===== src/rtl/reg_dump_pkg.sv =====
// Shared types and constants for the register dump sequencer.
// Imported by the dump unit; the bench uses the same state names for readability only.
package reg_dump_pkg;

   localparam int DUMP_CNT_W = 16;

   typedef enum logic [2:0] {
      ST_IDLE   = 3'd0,
      ST_HEADER = 3'd1,
      ST_READ   = 3'd2,
      ST_WAIT   = 3'd3,
      ST_SEND   = 3'd4
   } state_t;

endpackage


===== src/rtl/reg_dump_if.sv =====
// Register-file read port plus valid/ready output stream of the dump unit.
// master = dump unit side, slave = register file / stream sink side.
interface reg_dump_if #(
   parameter int DATA_W   = 8,
   parameter int NUM_REGS = 8
);
   localparam int ADDR_W = $clog2(NUM_REGS);

   logic              rf_rd_en;
   logic [ADDR_W-1:0] rf_addr;
   logic [DATA_W-1:0] rf_rdata;

   logic [DATA_W-1:0] out_data;
   logic              out_valid;
   logic              out_ready;
   logic              out_last;

   modport master (
      output rf_rd_en, rf_addr, out_data, out_valid, out_last,
      input  rf_rdata, out_ready
   );

   modport slave (
      input  rf_rd_en, rf_addr, out_data, out_valid, out_last,
      output rf_rdata, out_ready
   );
endinterface


===== src/rtl/reg_dump_unit.sv =====
// Walks the register file on a halt edge or dump request and streams an optional
// header word (register count) followed by every register word over valid/ready.
module reg_dump_unit
   import reg_dump_pkg::*;
#(
   parameter int   DATA_W      = 8,
   parameter int   NUM_REGS    = 8,
   parameter bit   EMIT_HEADER = 1'b1,
   localparam int  ADDR_W      = $clog2(NUM_REGS)
) (
   input  logic                  clk,
   input  logic                  reset,
   input  logic                  halt,
   input  logic                  dump_req,
   reg_dump_if.master            bus,
   output logic                  busy,
   output logic [DUMP_CNT_W-1:0] dump_count
);

   localparam logic [DATA_W-1:0] HDR_WORD = DATA_W'(NUM_REGS);
   localparam logic [ADDR_W-1:0] LAST_IDX = ADDR_W'(NUM_REGS - 1);

   state_t                  state_q, state_d;
   logic [ADDR_W-1:0]       idx_q, idx_d;
   logic                    pending_q, pending_d;
   logic                    halt_q, halt_d;
   logic                    rf_rd_en_q, rf_rd_en_d;
   logic [ADDR_W-1:0]       rf_addr_q, rf_addr_d;
   logic [DATA_W-1:0]       out_data_q, out_data_d;
   logic                    out_valid_q, out_valid_d;
   logic                    out_last_q, out_last_d;
   logic                    busy_q, busy_d;
   logic [DUMP_CNT_W-1:0]   dump_count_q, dump_count_d;
   logic                    trigger;

   always_comb begin
      trigger      = (halt & ~halt_q) | dump_req;
      halt_d       = halt;
      state_d      = state_q;
      idx_d        = idx_q;
      pending_d    = pending_q;
      rf_rd_en_d   = 1'b0;
      out_data_d   = out_data_q;
      out_valid_d  = out_valid_q;
      out_last_d   = out_last_q;
      dump_count_d = dump_count_q;

      case (state_q)
         ST_IDLE: begin
            if (trigger || pending_q) begin
               pending_d = 1'b0;
               idx_d     = '0;
               if (EMIT_HEADER) begin
                  state_d     = ST_HEADER;
                  out_valid_d = 1'b1;
                  out_data_d  = HDR_WORD;
                  out_last_d  = 1'b0;
               end else begin
                  state_d    = ST_READ;
                  rf_rd_en_d = 1'b1;
               end
            end
         end
         ST_HEADER: begin
            if (bus.out_ready) begin
               state_d     = ST_READ;
               out_valid_d = 1'b0;
               rf_rd_en_d  = 1'b1;
            end
         end
         ST_READ: begin
            state_d = ST_WAIT;
         end
         ST_WAIT: begin
            // Read data returns one cycle after the strobe; capture it straight into the stream register.
            out_data_d  = bus.rf_rdata;
            out_valid_d = 1'b1;
            out_last_d  = (idx_q == LAST_IDX);
            state_d     = ST_SEND;
         end
         ST_SEND: begin
            if (bus.out_ready) begin
               out_valid_d = 1'b0;
               out_last_d  = 1'b0;
               if (idx_q == LAST_IDX) begin
                  dump_count_d = dump_count_q + DUMP_CNT_W'(1);
                  state_d      = ST_IDLE;
               end else begin
                  idx_d      = idx_q + ADDR_W'(1);
                  state_d    = ST_READ;
                  rf_rd_en_d = 1'b1;
               end
            end
         end
         default: begin
            state_d     = ST_IDLE;
            out_valid_d = 1'b0;
            out_last_d  = 1'b0;
         end
      endcase

      // A trigger arriving mid-dump (including on the final handshake) is remembered, one deep.
      if (state_q != ST_IDLE && trigger) begin
         pending_d = 1'b1;
      end

      rf_addr_d = idx_d;
      busy_d    = (state_d != ST_IDLE);
   end

   always_ff @(posedge clk) begin
      if (!reset) begin
         state_q      <= ST_IDLE;
         idx_q        <= '0;
         pending_q    <= 1'b0;
         halt_q       <= 1'b1;
         rf_rd_en_q   <= 1'b0;
         rf_addr_q    <= '0;
         out_data_q   <= '0;
         out_valid_q  <= 1'b0;
         out_last_q   <= 1'b0;
         busy_q       <= 1'b0;
         dump_count_q <= '0;
      end else begin
         state_q      <= state_d;
         idx_q        <= idx_d;
         pending_q    <= pending_d;
         halt_q       <= halt_d;
         rf_rd_en_q   <= rf_rd_en_d;
         rf_addr_q    <= rf_addr_d;
         out_data_q   <= out_data_d;
         out_valid_q  <= out_valid_d;
         out_last_q   <= out_last_d;
         busy_q       <= busy_d;
         dump_count_q <= dump_count_d;
      end
   end

   assign bus.rf_rd_en  = rf_rd_en_q;
   assign bus.rf_addr   = rf_addr_q;
   assign bus.out_data  = out_data_q;
   assign bus.out_valid = out_valid_q;
   assign bus.out_last  = out_last_q;
   assign busy          = busy_q;
   assign dump_count    = dump_count_q;

   hold_while_stalled: assert property (@(posedge clk) disable iff (!reset)
      (bus.out_valid && !bus.out_ready) |=> (bus.out_valid && $stable(bus.out_data)));

   rd_only_in_read: assert property (@(posedge clk)
      bus.rf_rd_en |-> (state_q == ST_READ));

endmodule


===== src/flat_wrapper.sv =====
// flat-port wrapper written by rule: the top's interface ports become plain ports
module reg_dump_unit_flat import reg_dump_pkg::*;
#(
   parameter int   DATA_W      = 8,
   parameter int   NUM_REGS    = 8,
   parameter bit   EMIT_HEADER = 1'b1,
   localparam int  ADDR_W      = $clog2(NUM_REGS)
)
  (clk, reset, halt, dump_req, busy, dump_count, bus_rf_rd_en, bus_rf_addr, bus_out_data, bus_out_valid, bus_out_last, bus_rf_rdata, bus_out_ready);
  reg_dump_if #(.DATA_W(DATA_W), .NUM_REGS(NUM_REGS)) bus_i ();
  input  logic clk;
  input  logic reset;
  input  logic halt;
  input  logic dump_req;
  output logic busy;
  output logic [DUMP_CNT_W-1:0] dump_count;
  output wire logic [$bits(bus_i.rf_rd_en)-1:0] bus_rf_rd_en;
  output wire logic [$bits(bus_i.rf_addr)-1:0] bus_rf_addr;
  output wire logic [$bits(bus_i.out_data)-1:0] bus_out_data;
  output wire logic [$bits(bus_i.out_valid)-1:0] bus_out_valid;
  output wire logic [$bits(bus_i.out_last)-1:0] bus_out_last;
  input wire logic [$bits(bus_i.rf_rdata)-1:0] bus_rf_rdata;
  input wire logic [$bits(bus_i.out_ready)-1:0] bus_out_ready;
  assign bus_rf_rd_en = bus_i.rf_rd_en;
  assign bus_rf_addr = bus_i.rf_addr;
  assign bus_out_data = bus_i.out_data;
  assign bus_out_valid = bus_i.out_valid;
  assign bus_out_last = bus_i.out_last;
  assign bus_i.rf_rdata = bus_rf_rdata;
  assign bus_i.out_ready = bus_out_ready;
  reg_dump_unit #(.DATA_W(DATA_W), .NUM_REGS(NUM_REGS), .EMIT_HEADER(EMIT_HEADER)) u_core (.clk(clk), .reset(reset), .halt(halt), .dump_req(dump_req), .bus(bus_i), .busy(busy), .dump_count(dump_count));
endmodule

===== config.mk =====
export PLATFORM = sky130hd
export DESIGN_NAME = reg_dump_unit_flat
export DESIGN_NICKNAME = d
export VERILOG_FILES = /design/src/rtl/reg_dump_pkg.sv /design/src/rtl/reg_dump_if.sv /design/src/rtl/reg_dump_unit.sv /design/src/flat_wrapper.sv
export SDC_FILE = /design/constraint.sdc
export NUM_CORES = 1
export LEC_CHECK = 0
export BUFFER_PORTS_ARGS = -buffer_cell sky130_fd_sc_hd__buf_2
export CAP_MARGIN = 10
export CELL_PAD_IN_SITES_DETAIL_PLACEMENT = 1
export CELL_PAD_IN_SITES_GLOBAL_PLACEMENT = 1
export CORE_ASPECT_RATIO = 0.7
export CORE_UTILIZATION = 30
export CTS_CLUSTER_DIAMETER = 50
export CTS_CLUSTER_SIZE = 10
export DETAILED_ROUTE_END_ITERATION = 12
export GPL_ROUTABILITY_DRIVEN = 0
export PLACE_DENSITY = 0.68
export SYNTH_ARGS = -nofsm -noshare
export SYNTH_HDL_FRONTEND = slang
export SYNTH_SLANG_ARGS = --single-unit

===== constraint.sdc =====
create_clock -name clk -period 2.73 [get_ports clk]
set_input_delay 0.273 -clock clk [delete_from_list [all_inputs] [get_ports clk]]
set_output_delay 0.273 -clock clk [all_outputs]
set_load 0.02 [all_outputs]

# Word level (Yosys, flattened, before mapping)
# Index checks and enable logic that the tools add are counted.
# W data, S select, Z words.
# word_totals
out_inout_bits	31
regBits	36
word_cells	65
input_bits	13
# classes
n_addsub	2
bitwise_logic	5
reduce_logical	17
eq_ne	9
n_mux	22
# ops
op	count
$mux W3	6
$add A16 B1 Y16 const B	1
$pmux W8 S2	1
$pmux W3 S5	1
$reduce_and A3 Y1	3
$mux W1	8
$mux W8	1
$pmux W1 S4	2
$reduce_bool A2 Y1	4
$eq A3 B2 Y1 const B	2
$eq A3 B3 Y1 const B	2
$pmux W3 S2	1
$reduce_bool A3 Y1	2
$ne A2 B1 Y1 const B	2
$ne A2 B2 Y1 const B	2
$reduce_and A2 Y1	2
$reduce_and A4 Y1	1
$reduce_or A2 Y1	2
$add A3 B1 Y3 const B	1
$eq A3 B1 Y1 const B	1
$logic_not A3 Y1	1
$not A1 Y1	3
$mux W2	1
$pmux W1 S2	1
other kinds (4)	4

# Longest topological paths before layout
# depth
word_depth	7
depth_mapped	7
depth_no_buf	6

# Least setup slack after synthesis
# OpenSTA, ideal clock, no wires.
# synth_path
kind	register to register
startpoint	register u_core.idx_q[0]
endpoint	register u_core.dump_count_q[13] (netlist: u_core.dump_count[13])
n_path_buf	1
t_required_ns	2.659
setup_ns	0.071
setup_slack_ns	0.750
arrival_ns	1.909
stages_incl_launch_ff	8
cell_sequence	dfxtp_1 ha_1 ha_1 nand4bb_1 or2_1 buf_2 or4_1 a21oi_1
# synth_between
elab_chain_len	2
# synth_rtl
element	line	source
start, declared	reg_dump_unit.sv:24	logic [ADDR_W-1:0] idx_q, idx_d;
start signal, assigned	reg_dump_unit.sv:126	idx_q <= idx_d;
$eq A3 B3 Y1	reg_dump_unit.sv:85	if (idx_q == LAST_IDX) begin
$reduce_and A3 Y1 (no line)	-	
end signal, assigned	reg_dump_unit.sv:135	dump_count_q <= dump_count_d;
end, declared	reg_dump_unit.sv:33	logic [DUMP_CNT_W-1:0] dump_count_q, dump_count_d;
# No other way between the ends.
# A chain may end at the register's enable or synchronous reset.

# Final worst setup path
# layout_path
startpoint	register u_core.idx_q[0]
endpoint	register u_core.dump_count_q[14] (netlist: u_core.dump_count[14])
# Same word-level chain as after synthesis.

==> flow_summary.json <==
{
  "status": "finished, final reports clean",
  "required_ps": 2940,
  "place_area_sq_um": 1883,
  "arrival_ps": 2220,
  "tns_ps": 0,
  "clk_path_buf_depth": 2,
  "rr_worst_depth": 6,
  "r2r-end": "u_core.dump_count[14]",
  "ctsHtreeMaxLevel": 2,
  "num_rows": 21,
  "cts_setup_buffers": 0,
  "antennaDiodeCount": 0,
  "path_class": "register to register",
  "setup_ws_ps": 714.1,
  "rrSetupSlack_ps": 710,
  "overflow": 0,
  "r2r_start": "u_core.idx_q[0]",
  "relSlewSlack_pct": 50.47,
  "syn_nets": 194,
  "syn_inst": 178,
  "num_vias": 1474,
  "synth_seq_area_share_pct": 44.93,
  "post_cts_resized": 0,
  "powerDensity_nw_per_um2": 515.3,
  "utilization_pct": 39.48,
  "grt_pass1_vias": 1444,
  "rsz0062_at_grt": "false",
  "cts_tree": "done",
  "worst_pin_slew_ps": 724.3,
  "fin_skew_ps": 8.620,
  "synth_cell_type_count": 44,
  "ys_seq_elements": 36,
  "drv_slew": 0,
  "final_cell_area_sq_um": 1961,
  "ant_nets": 0,
  "syn2layout_area_growth_pct": 22.23,
  "drt-wirelength-per-cell_um": 14.00,
  "pre_cts_slack_ps": 725.5,
  "internal_power_uw": 754.2,
  "grtUsageTotal_pct": 15.44,
  "synth_warnings": 0,
  "final_cell_mix": "43 x buf_2, 36 x dfxtp_1, 15 x nor2_1, 13 x a21oi_1, 9 x nand2_1",
  "mostFrequentLayoutCell": "buf_2",
  "avgSynthCellArea_sq_um": 9.011,
  "routed_wl_mm": 4.060,
  "finalSetupViolCount": 0,
  "fp.dieH_um": 63.18,
  "synth.cell_area_sq_um": 1604,
  "viasPerCell": 5.083,
  "drt-initial-drc-count": 61,
  "whs_ps": 203.6,
  "maxCapViolCount": 0,
  "grt_first_pass_wirelength_mm": 6.831,
  "drc_errors": 0,
  "period_share_pct": 73.84,
  "worst-path-max-fanout": 8,
  "crit_end": "u_core.dump_count[14]",
  "clk_pin_slew_ps": 70,
  "clock_sinks": 36,
  "clk_latency_ps": 280,
  "start_util_pct": 32.30,
  "num_io_pins": 44,
  "grt_antenna_before_repair": 0,
  "cts_made_buffers": 5,
  "switching_share_pct": 25.35,
  "hp-class": "input pin to register",
  "cts-root-buf": "clkbuf_8",
  "p_leak_nw": 0.8251,
  "io_buffer_count": 43,
  "pwr-share-seq_pct": 55.1,
  "drive_above_1_share_pct": 25.34,
  "dr.pass1.iters": 4,
  "p_clk_share_pct": 34.9,
  "peakVddDrop_mv": 0.2434,
  "fmax_mhz": 496.1,
  "start_kind": "register",
  "finalNetCount": 237,
  "dp_hpwl_mm": 2.934,
  "dieArea_sq_um": 5648,
  "num-fill-cells": 596,
  "netSwitchingPower_uw": 256.0,
  "grt_max_degree": 21,
  "cts_hold_buf": 0,
  "crit_start": "u_core.idx_q[0]",
  "core_sq_um": 4966,
  "hold_violations": 0,
  "min_period_ps": 2016,
  "combinationalPowerShare_pct": 10.0,
  "die_w_um": 89.40,
  "end_kind": "register"
}
==> synth_stat cells (all sizes together) <==
cell,n,area (sq um)
dfxtp,36,720.7
nor2,15,56.30
a21oi,13,65.06
nand2,10,40.04
a22o,7,61.31
inv,6,22.52
nand2b,6,37.54
nor3,6,30.03
o21ai,6,30.03
o31ai,6,45.04
buf,5,26.27
clkbuf,5,18.77
a31oi,4,25.02
nand3,4,20.02
nand4,4,25.02
or4,4,30.03
xnor2,4,35.03
ha,3,37.54
nor4,3,18.77
or3,3,18.77
xor2,3,26.28
a32o,2,20.02
and3,2,12.51
and4,2,17.52
mux2i,2,20.02
nor3b,2,20.02
o21bai,2,15.01
a2111oi,1,8.760
a21boi,1,7.510
a31o,1,8.760
and2,1,6.260
and3b,1,8.760
mux2,1,11.26
nand3b,1,7.510
nand4bb,1,11.26
nor2b,1,6.260
o21a,1,7.510
o31a,1,8.760
or2,1,6.260
or4b,1,10.01
==> critical path: stages, from the launching register on <==
cell	delay, ps
dfxtp_1	370
ha_1	170
ha_1	290
and4_1	300
nand2_2	140
or4_1	530
a21oi_1	150
==> cell families (layout without fill, tap and decap cells) <==
kind of cell | count (synthesis) | count (layout) | synth area share (%)
AOI/OAI and AO/OA | 45 | 45 | 18.88
muxes | 3 | 3 | 1.950
adders and majority gates | 3 | 3 | 2.340
xor gates and xnor gates | 7 | 7 | 3.822
DFF | 36 | 36 | 44.93
buffers and inverters | 16 | 59 | 4.212
and+or+nand+nor | 68 | 68 | 23.87
==> metrics by stage <==
| stage | power, mW | std cells |
|---|---|---|
| finish | 1.010 | 290 |
| global route | 1.065 | 290 |
| CTS | 1.027 | 290 |
| detailed placement | 0.6709 | 283 |
| global placement | 0.6705 | 283 |
| floorplan | 0.6342 | 178 |
==> power by group through the flow <==
stage,clock network [mW],logic (mW),registers [mW]
floorplan,0,0.0636,0.571
global placement,0,0.102,0.569
detailed placement,0,0.102,0.569
CTS,0.367,0.102,0.557
global route,0.394,0.112,0.559
finish,0.352,0.101,0.557
==> sequential cells by signal (all words and copies together) (netlist names) <==
| name | cells |
|---|---|
| u_core.dump_count | 16 |
| u_core.halt_q | 1 |
| u_core.bus.out_last | 1 |
| u_core.idx_q | 3 |
| u_core.bus.out_data | 8 |
| u_core.state_q | 3 |
| u_core.pending_q | 1 |
| u_core.bus.rf_rd_en | 1 |
| u_core.busy | 1 |
| u_core.bus.out_valid | 1 |
==> how the worst min path moves through the flow <==
stage | cells after the start | endpoint | slack, ps | from
floorplan | 1 | u_core.halt_q | 370 | halt
global placement | 2 | u_core.bus.out_data[3] | 430 | u_core.bus.out_data[3]
detailed placement | 2 | u_core.bus.out_data[3] | 440 | u_core.bus.out_data[3]
CTS | 2 | u_core.halt_q | 190 | halt
global route | 2 | u_core.halt_q | 190 | halt
finish | 2 | u_core.halt_q | 200 | halt
==> routing by layer <==
layer	vias up	global-route usage [%]	share of wire, %
met2	32	22.61	42
met3	2	4.456	4.3
met1	703	22.39	54
li1	737	-	-
met4	0	2.976	0.34
met5	-	0	0
==> area by class of cell <==
class	instances	area, sq um	share of cell area, %
clock buffer	6	72.57	3.701
timing repair buffer	46	237.7	12.13
sequential	36	720.7	36.76
tap	69	86.33	4.403
clock inverter	1	5.005	0.2553
multi-input combinational	126	815.8	41.61
inverter	6	22.52	1.149
(Power assumes the default switching activity.)
